## src/rtl/uart_pkg.sv

```systemverilog
// Shared UART definitions: the tx-side sequencer state encoding and default
// byte width, shared with the transmitter and receiver.
package uart_pkg;

    localparam int DEFAULT_DATA_WIDTH = 8;

    typedef enum logic [1:0] {
        ST_IDLE = 2'd0,
        ST_REQ  = 2'd1,
        ST_SEND = 2'd2,
        ST_GAP  = 2'd3
    } tx_state_e;

    // Width of an occupancy counter that must be able to hold the value depth.
    function automatic int count_width(input int depth);
        return $clog2(depth) + 1;
    endfunction

endpackage

```

## src/rtl/uart_tx_buffer_if.sv

```systemverilog
// Producer/transmitter-facing signal bundle of uart_tx_buffer.
// master = producer + transmitter side, slave = the buffer itself.
interface uart_tx_buffer_if
    import uart_pkg::*;
#(
    parameter int DEPTH      = 16,
    parameter int DATA_WIDTH = DEFAULT_DATA_WIDTH
);
    logic                          wr_en;
    logic [DATA_WIDTH-1:0]         wr_data;
    logic                          full;
    logic                          empty;
    logic [count_width(DEPTH)-1:0] count;
    logic                          overflow;
    logic [DATA_WIDTH-1:0]         TX_Data;
    logic                          transmit;
    logic                          busy;

    modport master (
        output wr_en, wr_data, busy,
        input  full, empty, count, overflow, TX_Data, transmit
    );

    modport slave (
        input  wr_en, wr_data, busy,
        output full, empty, count, overflow, TX_Data, transmit
    );

endinterface

```

## src/rtl/uart_tx_buffer_sync_fifo.sv

```systemverilog
// Synchronous byte FIFO: register array, naturally wrapping pointers and
// registered count/full/empty flags. The head entry is always visible on
// o_rd_data; a pop only advances the read pointer.
module sync_fifo
    import uart_pkg::*;
#(
    parameter int DEPTH      = 16,
    parameter int DATA_WIDTH = DEFAULT_DATA_WIDTH
) (
    input  logic                          clk,
    input  logic                          reset,
    input  logic                          i_wr_en,
    input  logic [DATA_WIDTH-1:0]         i_wr_data,
    input  logic                          i_rd_en,
    output logic [DATA_WIDTH-1:0]         o_rd_data,
    output logic                          o_full,
    output logic                          o_empty,
    output logic [count_width(DEPTH)-1:0] o_count
);
    localparam int            AW         = $clog2(DEPTH);
    localparam int            CW         = count_width(DEPTH);
    localparam logic [CW-1:0] FULL_COUNT = CW'(DEPTH);

    logic [DATA_WIDTH-1:0] r_mem [DEPTH];
    logic [AW-1:0]         r_wr_ptr;
    logic [AW-1:0]         r_rd_ptr;
    logic [CW-1:0]         r_count;
    logic                  r_full;
    logic                  r_empty;

    logic                  w_wr;
    logic                  w_rd;
    logic [CW-1:0]         w_count_next;

    // Full is judged on the registered flag, so a write into a full FIFO is
    // rejected even if a pop happens on the same edge.
    assign w_wr = i_wr_en && !r_full;
    assign w_rd = i_rd_en && !r_empty;

    // Occupancy after this edge; a simultaneous write and pop cancel out.
    always_comb begin
        // NOTE: default assignment first so every path drives w_count_next and no latch is inferred.
        w_count_next = r_count;
        if (w_wr && !w_rd) begin
            w_count_next = r_count + CW'(1);
        end else if (w_rd && !w_wr) begin
            w_count_next = r_count - CW'(1);
        end
    end

    // Pointers, count and flags; flags are derived from the next count so they
    // are registered yet reflect the current edge's write/pop.
    always_ff @(posedge clk) begin
        // NOTE: state uses non-blocking assignments so every register samples pre-edge values.
        if (!reset) begin
            r_wr_ptr <= '0;
            r_rd_ptr <= '0;
            r_count  <= '0;
            r_full   <= 1'b0;
            r_empty  <= 1'b1;
        end else begin
            if (w_wr) begin
                r_wr_ptr <= r_wr_ptr + AW'(1);
            end
            if (w_rd) begin
                r_rd_ptr <= r_rd_ptr + AW'(1);
            end
            r_count <= w_count_next;
            r_full  <= (w_count_next == FULL_COUNT);
            r_empty <= (w_count_next == '0);
        end
    end

    // Storage array; entries are only ever read after being written.
    always_ff @(posedge clk) begin
        // NOTE: the array is deliberately not reset; pointers and count define validity.
        if (w_wr) begin
            r_mem[r_wr_ptr] <= i_wr_data;
        end
    end

    assign o_rd_data = r_mem[r_rd_ptr];
    assign o_full    = r_full;
    assign o_empty   = r_empty;
    assign o_count   = r_count;

endmodule

```

## src/rtl/uart_tx_buffer.sv

```systemverilog
// Byte FIFO plus handshake sequencer feeding a UART transmitter. Pops one
// byte at a time onto TX_Data, raises transmit until the transmitter reports
// busy, waits for busy to drop, then leaves one gap cycle before the next byte.
module uart_tx_buffer
    import uart_pkg::*;
#(
    parameter int DEPTH      = 16,
    parameter int DATA_WIDTH = DEFAULT_DATA_WIDTH
) (
    input  logic                       clk,
    input  logic                       reset,
    uart_tx_buffer_if.slave            bus
);
    localparam int CW = count_width(DEPTH);

    tx_state_e             r_state;
    logic                  r_transmit;
    logic [DATA_WIDTH-1:0] r_tx_data;
    logic                  r_overflow;

    logic                  w_pop;
    logic [DATA_WIDTH-1:0] w_head;
    logic                  w_full;
    logic                  w_empty;
    logic [CW-1:0]         w_count;

    sync_fifo #(
        .DEPTH      (DEPTH),
        .DATA_WIDTH (DATA_WIDTH)
    ) u_fifo (
        .clk        (clk),
        .reset      (reset),
        .i_wr_en    (bus.wr_en),
        .i_wr_data  (bus.wr_data),
        .i_rd_en    (w_pop),
        .o_rd_data  (w_head),
        .o_full     (w_full),
        .o_empty    (w_empty),
        .o_count    (w_count)
    );

    // The head is consumed exactly on the IDLE->REQ edge.
    assign w_pop = (r_state == ST_IDLE) && !w_empty;

    // Handshake sequencer with registered transmit/TX_Data.
    always_ff @(posedge clk) begin
        if (!reset) begin
            r_state    <= ST_IDLE;
            r_transmit <= 1'b0;
            r_tx_data  <= '0;
        end else begin
            case (r_state)
                ST_IDLE: begin
                    if (!w_empty) begin
                        r_state    <= ST_REQ;
                        r_tx_data  <= w_head;
                        r_transmit <= 1'b1;
                    end
                end
                ST_REQ: begin
                    // No timeout: wait as long as the transmitter needs.
                    if (bus.busy) begin
                        r_state    <= ST_SEND;
                        r_transmit <= 1'b0;
                    end
                end
                ST_SEND: begin
                    if (!bus.busy) begin
                        r_state <= ST_GAP;
                    end
                end
                ST_GAP: begin
                    r_state <= ST_IDLE;
                end
                default: begin
                    r_state <= ST_IDLE;
                end
            endcase
        end
    end

    // One-cycle pulse for each write that arrives while the FIFO is full.
    always_ff @(posedge clk) begin
        if (!reset) begin
            r_overflow <= 1'b0;
        end else begin
            r_overflow <= bus.wr_en && w_full;
        end
    end

    assign bus.TX_Data  = r_tx_data;
    assign bus.transmit = r_transmit;
    assign bus.overflow = r_overflow;
    assign bus.full     = w_full;
    assign bus.empty    = w_empty;
    assign bus.count    = w_count;

endmodule

```

## src/flat_wrapper.sv

```systemverilog
// flat-port wrapper written by rule: the top's interface ports become plain ports
module uart_tx_buffer_flat import uart_pkg::*;
#(
    parameter int DEPTH      = 16,
    parameter int DATA_WIDTH = DEFAULT_DATA_WIDTH
)
  (clk, reset, bus_wr_en, bus_wr_data, bus_busy, bus_full, bus_empty, bus_count, bus_overflow, bus_TX_Data, bus_transmit);
  uart_tx_buffer_if #(.DEPTH(DEPTH), .DATA_WIDTH(DATA_WIDTH)) bus_i ();
  input  logic clk;
  input  logic reset;
  input wire logic [$bits(bus_i.wr_en)-1:0] bus_wr_en;
  input wire logic [$bits(bus_i.wr_data)-1:0] bus_wr_data;
  input wire logic [$bits(bus_i.busy)-1:0] bus_busy;
  output wire logic [$bits(bus_i.full)-1:0] bus_full;
  output wire logic [$bits(bus_i.empty)-1:0] bus_empty;
  output wire logic [$bits(bus_i.count)-1:0] bus_count;
  output wire logic [$bits(bus_i.overflow)-1:0] bus_overflow;
  output wire logic [$bits(bus_i.TX_Data)-1:0] bus_TX_Data;
  output wire logic [$bits(bus_i.transmit)-1:0] bus_transmit;
  assign bus_i.wr_en = bus_wr_en;
  assign bus_i.wr_data = bus_wr_data;
  assign bus_i.busy = bus_busy;
  assign bus_full = bus_i.full;
  assign bus_empty = bus_i.empty;
  assign bus_count = bus_i.count;
  assign bus_overflow = bus_i.overflow;
  assign bus_TX_Data = bus_i.TX_Data;
  assign bus_transmit = bus_i.transmit;
  uart_tx_buffer #(.DEPTH(DEPTH), .DATA_WIDTH(DATA_WIDTH)) u_core (.clk(clk), .reset(reset), .bus(bus_i));
endmodule
```

## config.mk

```make
export PLATFORM = sky130hd
export DESIGN_NAME = uart_tx_buffer_flat
export DESIGN_NICKNAME = d
export VERILOG_FILES = /design/src/rtl/uart_pkg.sv /design/src/rtl/uart_tx_buffer_if.sv /design/src/rtl/uart_tx_buffer_sync_fifo.sv /design/src/rtl/uart_tx_buffer.sv /design/src/flat_wrapper.sv
export SDC_FILE = /design/constraint.sdc
export NUM_CORES = 1
export LEC_CHECK = 0
export ABC_AREA = 1
export CAP_MARGIN = 40
export CORE_MARGIN = 1.5
export CORE_UTILIZATION = 55
export DETAILED_ROUTE_END_ITERATION = 8
export GPL_TIMING_DRIVEN = 0
export PLACE_DENSITY = 0.73
export SYNTH_ARGS = -nofsm -noshare
export SYNTH_HDL_FRONTEND = slang
export SYNTH_SLANG_ARGS = --single-unit
export TNS_END_PERCENT = 5
```

## constraint.sdc

```tcl
create_clock -name clk -period 1.75 [get_ports clk]
set_clock_uncertainty 0.05 [all_clocks]
set_input_delay 0.175 -clock clk [delete_from_list [all_inputs] [get_ports clk]]
set_output_delay 0.175 -clock clk [all_outputs]
set_load 0.05 [all_outputs]
```

# --- Word level (Yosys, flattened, before mapping) ---
# Memory sizes are Yosys's and may differ from the RTL's. A register that Yosys moved wholly into a read port is not among the register bits.
# Index checks and enable logic that the tools add are counted.
classes:
  add_sub_neg: 4
  n_mul: 0
  div: 0
  order_cmp: 0
  eq_ne: 7
  n_shift: 0
  mux: 11
  bitwise_logic: 1
  reduce_logical: 17
op_table:
  columns: ["operator", "count"]
  rows:
  - ["$mux W5", 2]
  - ["$add A4 B1 Y4 const B", 2]
  - ["$pmux W2 S4", 1]
  - ["$logic_and A1 B1 Y1", 6]
  - ["$mux W2", 3]
  - ["$ne A2 B2 Y1 const B", 3]
  - ["$reduce_and A3 Y1", 2]
  - ["$add A5 B1 Y5 const B", 1]
  - ["$eq A5 B5 Y1 const B", 1]
  - ["$logic_not A1 Y1", 5]
  - ["$logic_not A5 Y1", 1]
  - ["$sub A5 B1 Y5 const B", 1]
  - ["$eq A2 B2 Y1 const B", 2]
  - ["$mux W1", 4]
  - ["$eq A2 B1 Y1 const B", 1]
  - ["$logic_not A2 Y1", 1]
  - ["$pmux W1 S2", 1]
  - ["$reduce_and A2 Y1", 1]
  - ["$reduce_bool A2 Y1", 1]
  - ["$not A1 Y1", 1]
totals:
  reg_bits: 19
  latch_bits: 0
  ram_bits: 128
  rom_bits: 0
  inputBits: 12
  out_inout_bits: 17
  elab_cells: 49
  memories: 1
mem_list:
  columns: ["memory", "depth", "width", "read_ports", "rd_ports_with_merged_regs", "write_ports", "line_no", "text"]
  rows:
  - ["u_core.u_fifo.r_mem", 16, 8, 1, 1, 1, "uart_tx_buffer_sync_fifo.sv:24", "logic [DATA_WIDTH-1:0] r_mem [DEPTH];"]

# --- Depth between registers and ports, before layout ---
depth:
  ltp_word: 7
  ltp_mapped: 11

# --- Cells and area by module ---
# From an unflattened synthesis, not the netlist that was laid out.
hier_totals:
  hier_cells: 589
  area_unflattened_um2: 6595.1
by_module_without_submodules:
  columns: ["module", "instances", "cells_each", "area_per_inst_um2", "seq_area_each_um2"]
  rows:
  - ["sync_fifo", 1, 520, 6060.8, 4224.1]
  - ["uart_tx_buffer", 1, 69, 534.3, 240.2]

# --- Least setup slack after synthesis ---
# OpenSTA, ideal clock, no wires.
synth_timing:
  path_type: "register to register"
  from: "reg u_core.u_fifo.r_full (netlist: u_core.u_fifo.o_full)"
  to: "mem u_core.u_fifo.r_mem[11][0] (netlist bit), enable pin"
  setup_time_ns: 0.370
  t_arrival_ns: 1.325
  required_time_ns: 1.330
  setup_slack_ns: 0.004
  stages_incl_launch_ff: 6
  synth_period_minus_slack_ns: 1.746
  path_cell_list: "dfxtp_1 > inv_2 > nand2_1 > nor2_1 > nand2_1 > nor2_1"
synth_between:
  elab_chain_cells: 4
synth_rtl:
  columns: ["element", "line_no", "text"]
  rows:
  - ["start, declared", "uart_tx_buffer_sync_fifo.sv:28", "logic r_full;"]
  - ["start signal, assigned", "uart_tx_buffer_sync_fifo.sv:69", "r_full <= (w_count_next == FULL_COUNT);"]
  - ["$logic_not A1 Y1", "uart_tx_buffer_sync_fifo.sv:37", "assign w_wr = i_wr_en && !r_full;"]
  - ["$logic_and A1 B1 Y1", "uart_tx_buffer_sync_fifo.sv:37", null]
  - ["$mux W1", "uart_tx_buffer_sync_fifo.sv:77", "if (w_wr) begin"]
  - ["$mux W1 (implied by the code)", "uart_tx_buffer_sync_fifo.sv:78", "r_mem[r_wr_ptr] <= i_wr_data;"]
  - ["end, declared", "uart_tx_buffer_sync_fifo.sv:24", null]
# Every way passes these cells.

# --- Worst setup path in the final report ---
layout_timing:
  from: "reg u_core.u_fifo.r_full (netlist: u_core.u_fifo.o_full)"
  to: "mem u_core.u_fifo.r_mem[0][7] (netlist bit), enable pin"
# Same word-level chain as after synthesis.

==> impl_metrics.ini <==
[outcome]
outcome = finished with violations
violations = DRC, setup timing

[setup_path]
crit_path_max_fanout = 9
critPathLaunchType = register
worstPathCellList = nor2_4, nand2_1, nor2_1
critPathLaunch = u_core.u_fifo.o_full
cp-end-kind = register
crit_cells = 3
ff2ff_path_depth = 3
slowest_delay_ns = 0.60
r2r_end = u_core.u_fifo.r_mem[0][7]
setup.worst_path.end = u_core.u_fifo.r_mem[0][7]
crit_slowest_cell = nor2_1
cp.required_ns = 1.76
worstReg2RegStart = u_core.u_fifo.o_full
critPathTopFamily = simple AND/OR/NAND/NOR gates
worstPathArrival_ns = 1.78
crit_type = reg2reg
cp_num_buf_inv = 0
r2r_slack_ns = -0.03

[synth]
synth_edf_count = 128
async_reset_ff_frac = 0
ys_types = 28
syn_inst = 627
yosys.area.top_type = edfxtp_1
yosys.area.top_type_share = 0.588
yosysSeqAreaShare = 0.670
synthFlopType = edfxtp_1
syn_nets = 650
ys_top_cells_by_count = nand2_1 (196), edfxtp_1 (128), nand3_1 (108)
avgSynthCellArea_sq_um = 10.4
synth_warnings = 0
ys_seq_elements = 155
yosysMostFrequentCell = nand2_1
synth_area_leaders = edfxtp_1 (59%), nand2_1 (11%), dfxtp_1 (8.3%), nand3_1 (8.3%), nor2_1 (2.5%)
netlist_area_sq_mm = 0.00654

[die]
die_h_um = 112
dieArea_sq_mm = 0.0126
start_util = 0.568
pin_count = 29
row_count = 39
die_w_um = 112
core_sq_mm = 0.0115

[pwr]
leakage_nw = 2.96
cellPowerDensity_mw_per_mm2 = 1580
p_comb_frac = 0.338
p_clk_frac = 0.288
switching_power_mw = 4.42
p_sw_frac = 0.367
fin_total_pwr_mw = 12.0
vdd_drop_max_v = 0.000962
p_int_mw = 7.62
p_seq_frac = 0.374

[global_route]
grt_pass1_wl_um = 23100
track_usage = 0.249
grt_max_degree = 17
first_global_vias = 4453
grt_antenna_before_repair = 0
overflow = 0

[hold_path]
hold_path_class = in2reg

[clock_network]
postCtsSetupBuffers = 0
clockRootBuffer = clkbuf_16
cts_buffer_depth = 2
clock-sinks = 155
tritoncts = done
cts_max_level = 4
cts.clk_slew.worst_paths_ns = 0.06
clk_latency_ns = 0.43
cts_buffers = 17

[place]
placed_cell_area_sq_mm = 0.00701
port-buffer-count = 27
place.gp.congestion = 0.888
dpl.cell_count = 800
dpl.hpwl_um = 9710
place_ws_ns = -0.510

[drt]
drc = 2
ant_nets = 0
wire_per_inst_um = 17.6
drt_iter0_markers = 460
wirelength_um = 14700
route.detailed.vias_per_inst = 5.58
firstDrtPassIters = 7
vias = 4644

[final_layout]
fin_cells = 833
diodes = 0
nets = 700
design_area_sq_mm = 0.00764
syn_to_final_growth_pct = 16.8
drive_gt1_frac = 0.117
fillCellCount = 891

[sta]
layout_setup_ws_ns = -0.0265
relSlewSlack = 0.480
tightest_slew_ns = 0.777
grt_setup_unrepaired = yes
hold_violations = 0
fmax_ghz = 0.563
fin_crit_ns = 1.78
period_share = 1.02
setup_viol = 16
final_max_slew_viol_count = 0

[job]
maxCapViolCount = 0
==> state kept, by name, summed over array words and instances, names as in the netlist <==
signal,count
u_core.u_fifo.o_count,5
u_core.u_fifo.r_wr_ptr,4
u_core.bus.transmit,1
u_core.u_fifo.r_rd_ptr,4
u_core.bus.TX_Data,8
u_core.u_fifo.o_full,1
u_core.bus.overflow,1
u_core.r_state,2
u_core.u_fifo.o_empty,1
u_core.u_fifo.r_mem,128
==> cell families (layout without fill, tap and decap cells) <==
family,after synthesis,in the layout,share of synthesized area
AOI/OAI and AO/OA,36,36,0.0285
and+or+nand+nor,360,360,0.233
xor gates and xnor gates,2,2,0.00268
adders and majority gates,11,11,0.0210
buffers and inverters,63,126,0.0446
DFF,155,155,0.670
==> layer usage <==
metal,share of wire,vias to the layer above,track usage
met5,0,-,0
met4,0.019,0,0.0886
met3,0.088,30,0.0653
met2,0.47,227,0.395
met1,0.42,2148,0.337
li1,-,2239,-
==> repair_timing <==
action | in CTS | in global routing
pin swaps | 0 | 0
hold buffers | 1 | 0
resized for setup | 23 | 20
endpoints found under the hold margin | 1 | 0
setup endpoints to repair | 82 | 116
==> final cells by class <==
class | count | area (sq um) | area share
plain buffers | 30 | 176 | 0.0231
clock buffers | 19 | 433 | 0.0567
clock inverters | 13 | 128 | 0.0167
inverters | 33 | 124 | 0.0162
multi-input cells | 409 | 1930 | 0.253
flip-flops and latches | 155 | 4390 | 0.574
well taps | 143 | 179 | 0.0234
repair buffers | 31 | 282 | 0.0368
==> worst min path at each step <==
stage,startpoint,end,depth (start not counted)
after detailed placement,u_core.bus.transmit,u_core.bus.transmit,2
after CTS,bus_wr_en,u_core.bus.overflow,3
after floorplan,bus_wr_data[0],u_core.u_fifo.r_mem[0][0],0
after global routing,bus_wr_en,u_core.bus.overflow,3
after global placement,u_core.bus.transmit,u_core.bus.transmit,2
final,bus_wr_en,u_core.bus.overflow,3
==> layout by cell type, fill, tap and decap left out, types with 3 or more instances in the layout <==
cell type	count
dlygate4sd2_1	17
nor2_2	6
nor3_1	5
clkbuf_16	17
nand3_1	108
clkbuf_4	3
clkdlybuf4s50_1	10
o21ai_1	9
inv_2	7
nor2_1	33
dfxtp_1	26
clkinv_2	5
inv_1	24
a21oi_1	20
o21ai_0	5
nor2_4	7
buf_4	11
ha_1	10
clkinvlp_4	4
buf_2	11
edfxtp_1	128
clkbuf_1	6
nand2_1	196
clkinv_1	3
==> power groups by stage <==
| stage | clock, mW | combinational [mW] | sequential [mW] |
|---|---|---|---|
| after floorplan | 0 | 2.31 | 5.07 |
| after global placement | 0 | 3.96 | 4.55 |
| after detailed placement | 0 | 4.03 | 4.57 |
| after CTS | 3.50 | 3.96 | 4.49 |
| after global routing | 3.65 | 4.46 | 4.53 |
| final | 3.47 | 4.07 | 4.50 |
==> worst reg2reg max path: stages, from the launching register on <==
cell and delay [ns]:
dfxtp_1 0.35, nor2_4 0.24, nand2_1 0.17, nor2_1 0.60
==> metrics by stage <==
step | util | hold WS (ns) | setup TNS [ns]
finish | 0.663 | 0.328 | -0.271
global route | 0.663 | 0.336 | -3.91
CTS | 0.658 | 0.320 | -0.742
detailed placement | 0.609 | 0.412 | -40.86
global placement | 0.607 | 0.412 | -46.99
floorplan | - | 0.224 | 0
Power figures use the tool's default switching activity.
